===== src/rtl/pc_isp_if.sv =====
// Fetch-loop bundle between prefetch and the PC / instruction-stack block.
// master = prefetch side, slave = pc_isp side.
interface pc_isp_if #(
    parameter int MINSTW = 8
);
    logic [MINSTW-1:0] instr_addr;
    logic              push;
    logic              pop;
    logic              reti;
    logic              itr_req;
    logic [MINSTW-1:0] addr;
    logic [MINSTW-1:0] tos;
    logic              itr;
    logic              in_itr;
    logic              full;
    logic              empty;
    logic              err;

    modport master (
        output instr_addr, push, pop, reti, itr_req,
        input  addr, tos, itr, in_itr, full, empty, err
    );

    modport slave (
        input  instr_addr, push, pop, reti, itr_req,
        output addr, tos, itr, in_itr, full, empty, err
    );
endinterface


===== src/rtl/pc_isp.sv =====
// Program counter, return-address LIFO and single-level interrupt strobe for the prefetch loop.
// Latency: addr/status 1 cycle, tos combinational. No backpressure; overflow/underflow set sticky err.
module pc_isp #(
    parameter int MINSTW = 8,
    parameter int ISPDPT = 16,
    parameter int ISPAW  = 4
) (
    input logic   clk,
    input logic   rst,
    pc_isp_if.slave isp
);

    localparam logic [ISPAW:0] SP_MAX = (ISPAW+1)'(ISPDPT);

    logic [MINSTW-1:0] pc, pc_nxt;
    logic [MINSTW-1:0] stk [ISPDPT];
    logic [ISPAW:0]    sp, sp_nxt;
    logic              itr_q, itr_nxt;
    logic              in_itr_q, in_itr_nxt;
    logic              err_q, err_nxt;
    logic              pop_d;

    logic              stk_we;
    logic [ISPAW-1:0]  stk_wa;
    logic [MINSTW-1:0] stk_wd;

    logic              empty, full, accept;
    logic [ISPAW-1:0]  top_idx, sp_idx;
    logic [MINSTW-1:0] tos, seq_addr;

    assign empty    = (sp == '0);
    assign full     = (sp == SP_MAX);
    assign top_idx  = ISPAW'(sp - 1'b1);
    assign sp_idx   = ISPAW'(sp);
    assign tos      = empty ? '0 : stk[top_idx];
    assign seq_addr = isp.instr_addr + 1'b1;

    // pop_d keeps the return just taken from being interrupted before it lands
    assign accept = isp.itr_req & ~in_itr_q & ~itr_q & ~isp.push & ~isp.pop
                  & ~pop_d & ~full;

    always_comb begin
        pc_nxt     = seq_addr;
        sp_nxt     = sp;
        itr_nxt    = 1'b0;
        in_itr_nxt = in_itr_q;
        err_nxt    = err_q;
        stk_we     = 1'b0;
        stk_wa     = sp_idx;
        stk_wd     = pc;

        if (itr_q) begin
            // Stack the instruction in decode so it re-executes after reti
            stk_we = 1'b1;
            stk_wd = pc - 1'b1;
            sp_nxt = sp + 1'b1;
        end else begin
            if (isp.push && isp.pop) begin
                if (!empty) begin
                    stk_we = 1'b1;
                    stk_wa = top_idx;
                    pc_nxt = tos;
                    if (isp.reti)
                        in_itr_nxt = 1'b0;
                end else begin
                    err_nxt = 1'b1;
                    stk_we  = 1'b1;
                    sp_nxt  = sp + 1'b1;
                end
            end else if (isp.pop) begin
                if (!empty) begin
                    pc_nxt = tos;
                    sp_nxt = sp - 1'b1;
                    if (isp.reti)
                        in_itr_nxt = 1'b0;
                end else begin
                    err_nxt = 1'b1;
                end
            end else if (isp.push) begin
                if (!full) begin
                    stk_we = 1'b1;
                    sp_nxt = sp + 1'b1;
                end else begin
                    err_nxt = 1'b1;
                end
            end

            if (accept) begin
                itr_nxt    = 1'b1;
                in_itr_nxt = 1'b1;
            end
        end
    end

    always_ff @(posedge clk or negedge rst) begin
        if (!rst) begin
            pc       <= '0;
            sp       <= '0;
            itr_q    <= 1'b0;
            in_itr_q <= 1'b0;
            err_q    <= 1'b0;
            pop_d    <= 1'b0;
        end else begin
            pc       <= pc_nxt;
            sp       <= sp_nxt;
            itr_q    <= itr_nxt;
            in_itr_q <= in_itr_nxt;
            err_q    <= err_nxt;
            pop_d    <= isp.pop;
        end
    end

    // Stack storage is deliberately left uncleared by reset
    always_ff @(posedge clk) begin
        if (stk_we)
            stk[stk_wa] <= stk_wd;
    end

    assign isp.addr   = pc;
    assign isp.tos    = tos;
    assign isp.itr    = itr_q;
    assign isp.in_itr = in_itr_q;
    assign isp.full   = full;
    assign isp.empty  = empty;
    assign isp.err    = err_q;

endmodule

===== src/flat_wrapper.sv =====
// flat-port wrapper written by rule: the top's interface ports become plain ports
module pc_isp_flat 
#(
    parameter int MINSTW = 8,
    parameter int ISPDPT = 16,
    parameter int ISPAW  = 4
)
  (clk, rst, isp_instr_addr, isp_push, isp_pop, isp_reti, isp_itr_req, isp_addr, isp_tos, isp_itr, isp_in_itr, isp_full, isp_empty, isp_err);
  pc_isp_if #(.MINSTW(MINSTW)) isp_i ();
  input logic clk;
  input logic rst;
  input wire logic [$bits(isp_i.instr_addr)-1:0] isp_instr_addr;
  input wire logic [$bits(isp_i.push)-1:0] isp_push;
  input wire logic [$bits(isp_i.pop)-1:0] isp_pop;
  input wire logic [$bits(isp_i.reti)-1:0] isp_reti;
  input wire logic [$bits(isp_i.itr_req)-1:0] isp_itr_req;
  output wire logic [$bits(isp_i.addr)-1:0] isp_addr;
  output wire logic [$bits(isp_i.tos)-1:0] isp_tos;
  output wire logic [$bits(isp_i.itr)-1:0] isp_itr;
  output wire logic [$bits(isp_i.in_itr)-1:0] isp_in_itr;
  output wire logic [$bits(isp_i.full)-1:0] isp_full;
  output wire logic [$bits(isp_i.empty)-1:0] isp_empty;
  output wire logic [$bits(isp_i.err)-1:0] isp_err;
  assign isp_i.instr_addr = isp_instr_addr;
  assign isp_i.push = isp_push;
  assign isp_i.pop = isp_pop;
  assign isp_i.reti = isp_reti;
  assign isp_i.itr_req = isp_itr_req;
  assign isp_addr = isp_i.addr;
  assign isp_tos = isp_i.tos;
  assign isp_itr = isp_i.itr;
  assign isp_in_itr = isp_i.in_itr;
  assign isp_full = isp_i.full;
  assign isp_empty = isp_i.empty;
  assign isp_err = isp_i.err;
  pc_isp #(.MINSTW(MINSTW), .ISPDPT(ISPDPT), .ISPAW(ISPAW)) u_core (.clk(clk), .rst(rst), .isp(isp_i));
endmodule

===== config.mk =====
export PLATFORM = sky130hd
export DESIGN_NAME = pc_isp_flat
export DESIGN_NICKNAME = d
export VERILOG_FILES = /design/src/rtl/pc_isp_if.sv /design/src/rtl/pc_isp.sv /design/src/flat_wrapper.sv
export SDC_FILE = /design/constraint.sdc
export NUM_CORES = 1
export LEC_CHECK = 0
export CAP_MARGIN = 15
export CORE_MARGIN = 1.5
export CORE_UTILIZATION = 55
export CTS_BUF_LIST = sky130_fd_sc_hd__clkbuf_16
export DETAILED_ROUTE_END_ITERATION = 7
export HOLD_SLACK_MARGIN = 0.08
export PLACE_DENSITY = 0.79
export RECOVER_POWER = 50
export SKIP_CTS_REPAIR_TIMING = 1
export SLEW_MARGIN = 20
export SYNTH_ARGS = -nofsm -noshare
export SYNTH_HDL_FRONTEND = slang
export SYNTH_SLANG_ARGS = --single-unit
export TNS_END_PERCENT = 10

===== constraint.sdc =====
create_clock -name clk -period 5.75 [get_ports clk]
set_input_delay 0.575 -clock clk [delete_from_list [all_inputs] [get_ports clk]]
set_output_delay 0.575 -clock clk [all_outputs]
set_load 0.1 [all_outputs]

==> results.json, run 1 <==
{
  "drtAntennaViolNets": 0,
  "antenna_found_initial": 0,
  "hpwl_um": 8500,
  "min_period_ns": 4.01,
  "grt_max_degree": 37,
  "hold-worst-slack_ns": 0.431,
  "synth_top_cell_area_share_pct": 60.8,
  "routed_wirelength_um": 13200,
  "crit_path_frequent_cell": "buf_4",
  "layout-drive-gt1-share_pct": 20.4,
  "finalCritPeriodShare_pct": 69.7,
  "synth_top_area_cell": "edfxtp_1",
  "grt_pass1_wl_um": 19800,
  "start_kind": "flip-flop",
  "route.detailed.wl_per_inst_um": 23.2,
  "io_buffer_count": 34,
  "ys_types": 50,
  "initial_utilization_pct": 57.3,
  "hold_class": "flip-flop to flip-flop",
  "worstSetupEndpoint": "isp_tos[4]",
  "cp_data_arrival_time_ns": 3.43,
  "placedCellCount": 535,
  "cts_sinks": 145,
  "path_max_fanout": 21,
  "worstMarginPinSlew_ns": 1.35,
  "path_clk_slew_ns": 0.06,
  "final_nets": 433,
  "finalSetupViolations": 0,
  "core_um2": 11000,
  "drc": 0,
  "cp_slowest_stage_delay_ns": 0.80,
  "syn-cell-area_um2": 6320,
  "syn_nets": 389,
  "drv_cap": 0,
  "cts_tree": "yes",
  "cts_buffer_depth": 2,
  "numCtsBuffers": 17,
  "cts-root-buf": "clkbuf_16",
  "layout.cells.non_filler": 567,
  "required_ns": 5.18,
  "pin_count": 35,
  "cp-end-kind": "primary output",
  "yosys_warnings": 0,
  "synth_area_leaders": "edfxtp_1, mux4_2, dfrtp_1, mux2i_1, xor2_1",
  "grt_overflow": 0,
  "crit_type": "flip-flop to primary output",
  "fmax_mhz": 250,
  "worstRegToRegCells": 7,
  "synth-seq-area-share_pct": 67.5,
  "firstDrtPassIters": 6,
  "grt_usage_pct": 23.5,
  "antenna_cells": 0,
  "ff2ff_setup_slack_ns": 2.39,
  "num_vias": 3500,
  "cp_num_buf_inv": 3,
  "ys_ff_latch": 145,
  "slew_violations": 0,
  "synth_cells": 370,
  "rows": 38,
  "crit_family": "buffers and inverters",
  "die-area_um2": 12100,
  "postSynthAreaPerCell_um2": 17.1,
  "h-tree-depth": 4,
  "worst_path_max_delay_cell": "ha_1",
  "worst-path-stages": 7,
  "rsz0062_at_grt": "no",
  "clk_latency_ns": 0.41,
  "finalHoldViolCount": 0,
  "die_w_um": 110,
  "drtIter0Drc": 326,
  "utilization_pct": 66.0,
  "startpoint": "u_core.sp[1]$_DFFE_PN0P_",
  "slew_headroom_pct": 9.41,
  "async_flop_share_pct": 11.7,
  "die_y_um": 110,
  "fin_tns_setup_ns": 0,
  "fill_cells": 738,
  "synth_edf_count": 128,
  "outcome": "complete, no violations",
  "r2r_start": "u_core.sp[1]$_DFFE_PN0P_",
  "viasPerCell": 6.17,
  "gp_congestion": 0.885,
  "areaGrowthSynthToFinish_pct": 15.1,
  "crit_chain": "inv_1 -> ha_1 -> buf_4 -> mux4_2 -> mux2i_1 -> o22ai_1 -> buf_4",
  "synth-main-ff-cell": "edfxtp_1",
  "r2r-end": "u_core.stk[8][3]$_DFFE_PP_",
  "skew_ns": 0.00958,
  "grt_pass1_vias": 3490
}
through the flow:
step	setup WS [ns]	instance area, µm²
2_1_floorplan	1.55	6320
3_3_place_gp	2.34	6790
3_5_place_dp	2.25	6790
5_1_grt	1.63	7280
4_1_cts	1.81	7320
6_report	1.74	7280
cell usage after synthesis (3+ instances only):
master and n:
o21ai_0 5, nor3_1 5, xor2_1 11, mux2_2 5, nor2_1 25, nand3_1 6, mux2i_1 24, a21oi_2 3
o22ai_1 4, ha_1 5, mux4_2 31, a21oi_1 6, inv_1 7, buf_2 3, nand2b_1 3, nand2_1 20
clkbuf_1 5, nor2b_1 3, buf_4 6, dfrtp_1 17, xnor2_1 8, o31ai_1 4, o32a_1 4, edfxtp_1 128
final cells by class:
type	count	area (µm²)	area share, %
multi-input cells	201	1910	26.3
clock buffers	17	425	5.84
repair buffers	41	358	4.92
well taps	140	175	2.41
clock inverters	15	106	1.46
flip-flops and latches	145	4270	58.7
inverters	8	31.3	0.430
per-layer routing:
metal | track usage (%) | vias to the layer above | wire length [µm]
li1 | - | 1552 | -
met2 | 37.7 | 172 | 6440
met3 | 4.59 | 19 | 1090
met1 | 32.3 | 1757 | 5440
met5 | 0 | - | 0
met4 | 9.07 | 0 | 208
state kept, by name, indices dropped and copies added (netlist names):
register / cells
u_core.stk: 128
u_core.isp.addr: 8
u_core.sp: 5
u_core.isp.err: 1
u_core.isp.in_itr: 1
u_core.isp.itr: 1
u_core.pop_d: 1
how the worst min path moves through the flow:
stage / endpoint / from / depth (start not counted)
after CTS: u_core.isp.itr$_DFF_PN0_ / u_core.pop_d$_DFF_PN0_ / 1
after floorplan: u_core.isp.addr[0]$_DFF_PN0_ / rst / 0
after global routing: u_core.isp.itr$_DFF_PN0_ / u_core.pop_d$_DFF_PN0_ / 1
final: u_core.isp.itr$_DFF_PN0_ / u_core.pop_d$_DFF_PN0_ / 1
after detailed placement: u_core.isp.itr$_DFF_PN0_ / u_core.pop_d$_DFF_PN0_ / 1
after global placement: u_core.isp.itr$_DFF_PN0_ / u_core.pop_d$_DFF_PN0_ / 1
layout by cell type (no fill, tap or decap), drive strengths merged, types with 2 or more instances in the layout:
master | netlist | layout
edfxtp | 128 | 128
mux4 | 31 | 31
nor2 | 25 | 25
mux2i | 24 | 24
clkbuf | 5 | 21
nand2 | 20 | 20
clkdlybuf4s50 | 0 | 19
dfrtp | 17 | 17
inv | 7 | 14
xor2 | 11 | 11
buf | 11 | 11
xnor2 | 10 | 10
a21oi | 9 | 9
dlygate4sd3 | 0 | 7
nand3 | 6 | 6
nor3 | 6 | 6
o21ai | 5 | 5
mux2 | 5 | 5
ha | 5 | 5
clkinvlp | 0 | 5
o22ai | 4 | 4
o32a | 4 | 4
o31ai | 4 | 4
clkinv | 1 | 4
nor2b | 3 | 3
nand2b | 3 | 3
o21bai | 2 | 2
and3 | 2 | 2
a21o | 2 | 2
o221ai | 2 | 2
or4b | 2 | 2
nor3b | 2 | 2
cells by family after synthesis:
group / share of synthesized area [%]
muxes: 15.7
DFF: 67.5
adders and majority gates: 0.989
xor gates and xnor gates: 3.15
buffers and inverters: 2.04
and+or+nand+nor: 5.96
AOI/OAI and AO/OA: 4.63
Power of run 1 is left out: the tool's default activity adds up to more than one toggle a clock period on the data nets, which glitch-free logic cannot reach.
==> inputs of run 2 (changes only) <==
==> constraint.sdc (replaced) <==
create_clock -name clk -period 3.8 [get_ports clk]
set_input_delay 0.38 -clock clk [delete_from_list [all_inputs] [get_ports clk]]
set_output_delay 0.38 -clock clk [all_outputs]
set_load 0.1 [all_outputs]
==> run 2 against run 1 <==
The run now ends with max-capacitance violations left. Final area grew 4.2%. Final cell count grew 2.5%. Hold slack gained 0.0082 ns. Clock skew grew 0.00082 ns. Sequential share of layout area shrank 2.3 points. Wire length grew 6.4%. Global-route usage grew 1.8 points. Critical path depth is the same. Non-clock buffer count grew 14. Critical endpoint is now isp_tos[6]. Largest cell class unchanged.
==> results.json, run 2 (same netlist as run 1, synthesis figures left out) <==
{
  "gp_congestion": 0.844,
  "cp_data_arrival_time_ns": 3.17,
  "routed_wirelength_um": 14000,
  "finalSetupViolations": 0,
  "violations": "max-capacitance violations",
  "h-tree-depth": 4,
  "viasPerCell": 6.17,
  "layout.cells.non_filler": 581,
  "areaGrowthSynthToFinish_pct": 19.9,
  "worst-path-stages": 7,
  "drv_cap": 1,
  "mostFrequentLayoutCell": "edfxtp_1",
  "pin_count": 35,
  "drtAntennaViolNets": 0,
  "worstRegToRegCells": 6,
  "ff2ff_setup_slack_ns": 0.52,
  "final_nets": 447,
  "top_register": "u_core.stk",
  "antenna_found_initial": 0,
  "cts_sinks": 145,
  "crit_type": "flip-flop to primary output",
  "r2r_start": "u_core.sp[0]$_DFFE_PN0P_",
  "rows": 38,
  "grt_pass1_wl_um": 21200,
  "die_w_um": 110,
  "grt_max_degree": 37,
  "io_buffer_count": 34,
  "slew_violations": 0,
  "finalCritPeriodShare_pct": 93.4,
  "outcome": "finished with violations",
  "start_kind": "flip-flop",
  "min_period_ns": 3.55,
  "layout-drive-gt1-share_pct": 23.6,
  "worstSetupEndpoint": "isp_tos[6]",
  "cp_num_buf_inv": 3,
  "fmax_mhz": 282,
  "crit_family": "adder cells",
  "required_ns": 3.42,
  "worst_path_max_delay_cell": "ha_1",
  "placedCellCount": 549,
  "num_vias": 3584,
  "cp-end-kind": "primary output",
  "slew_headroom_pct": 1.17,
  "die-area_um2": 12100,
  "drtIter0Drc": 350,
  "grt_overflow": 0,
  "final_cell_mix": "edfxtp_1, mux4_2, nor2_1, mux2i_1, nand2_1",
  "antenna_cells": 0,
  "clk_latency_ns": 0.42,
  "cts_tree": "yes",
  "die_y_um": 110,
  "grt_pass1_vias": 3704,
  "cts_buffer_depth": 2,
  "drc": 0,
  "numCtsBuffers": 17,
  "hold-worst-slack_ns": 0.440,
  "finalHoldViolCount": 0,
  "crit_path_frequent_cell": "buf_12",
  "crit_chain": "inv_1 -> ha_1 -> buf_12 -> mux4_2 -> mux2i_1 -> o22ai_2 -> buf_12",
  "startpoint": "u_core.sp[1]$_DFFE_PN0P_",
  "r2r-end": "u_core.stk[3][1]$_DFFE_PP_",
  "worstMarginPinSlew_ns": 1.44,
  "path_max_fanout": 23,
  "hpwl_um": 9240,
  "hold_class": "flip-flop to flip-flop",
  "cts-root-buf": "clkbuf_16",
  "path_clk_slew_ns": 0.06,
  "firstDrtPassIters": 4,
  "cp_slowest_stage_delay_ns": 0.80,
  "route.detailed.wl_per_inst_um": 24.1,
  "largest_reg_flops": 128,
  "initial_utilization_pct": 57.3,
  "rsz0062_at_grt": "no",
  "skew_ns": 0.0104,
  "grt_usage_pct": 25.3,
  "core_um2": 11000
}
run 2: worst min-delay path by stage:
stage,from,slack [ns],depth (start not counted),endpoint
floorplan,rst,0.08,0,u_core.isp.addr[0]$_DFF_PN0_
global placement,u_core.pop_d$_DFF_PN0_,0.41,1,u_core.isp.itr$_DFF_PN0_
detailed placement,u_core.pop_d$_DFF_PN0_,0.44,1,u_core.isp.itr$_DFF_PN0_
CTS,rst,0.45,1,u_core.isp.addr[1]$_DFF_PN0_
global route,u_core.pop_d$_DFF_PN0_,0.47,1,u_core.isp.itr$_DFF_PN0_
finish,u_core.pop_d$_DFF_PN0_,0.44,1,u_core.isp.itr$_DFF_PN0_
run 2: cell type report:
type                            instances  area [µm²]
Clock buffer                           17         425
Clock inverter                         15         193
Fill cell                             716        3450
Inverter                                8        31.3
Multi-Input combinational cell        201        1930
Sequential cell                       145        4270
Tap cell                              140         175
Timing Repair Buffer                   55         556
run 2: worst reg2reg max path: cells and delay by family, from the launching register on:
| kind | cells | cell delay (ns) |
|---|---|---|
| AOI/OAI and AO/OA | 1 | 0.33 |
| DFF | 1 | 0.40 |
| and+or+nand+nor | 4 | 1.87 |
| buffers and inverters | 1 | 0.32 |
run 2: per-stage QoR:
step | instance area [µm²] | setup TNS (ns) | setup WS [ns] | utilization [%]
floorplan | 6330 | -0.393 | -0.0901 | -
global route | 7580 | 0 | 0.104 | 68.7
finish | 7580 | 0 | 0.251 | 68.7
CTS | 7630 | 0 | 0.257 | 69.1
global placement | 7010 | 0 | 0.539 | 63.5
detailed placement | 7010 | 0 | 0.518 | 63.5
run 2: per-layer routing:
metal / vias to the layer above / track usage [%] / wire length, µm
li1: 1583 / - / -
met3: 42 / 7.17 / 967
met2: 146 / 38.4 / 6700
met4: 0 / 12.5 / 560
met5: - / 0 / 0
met1: 1813 / 34.0 / 5780
Power of run 2 is left out for the same reason.
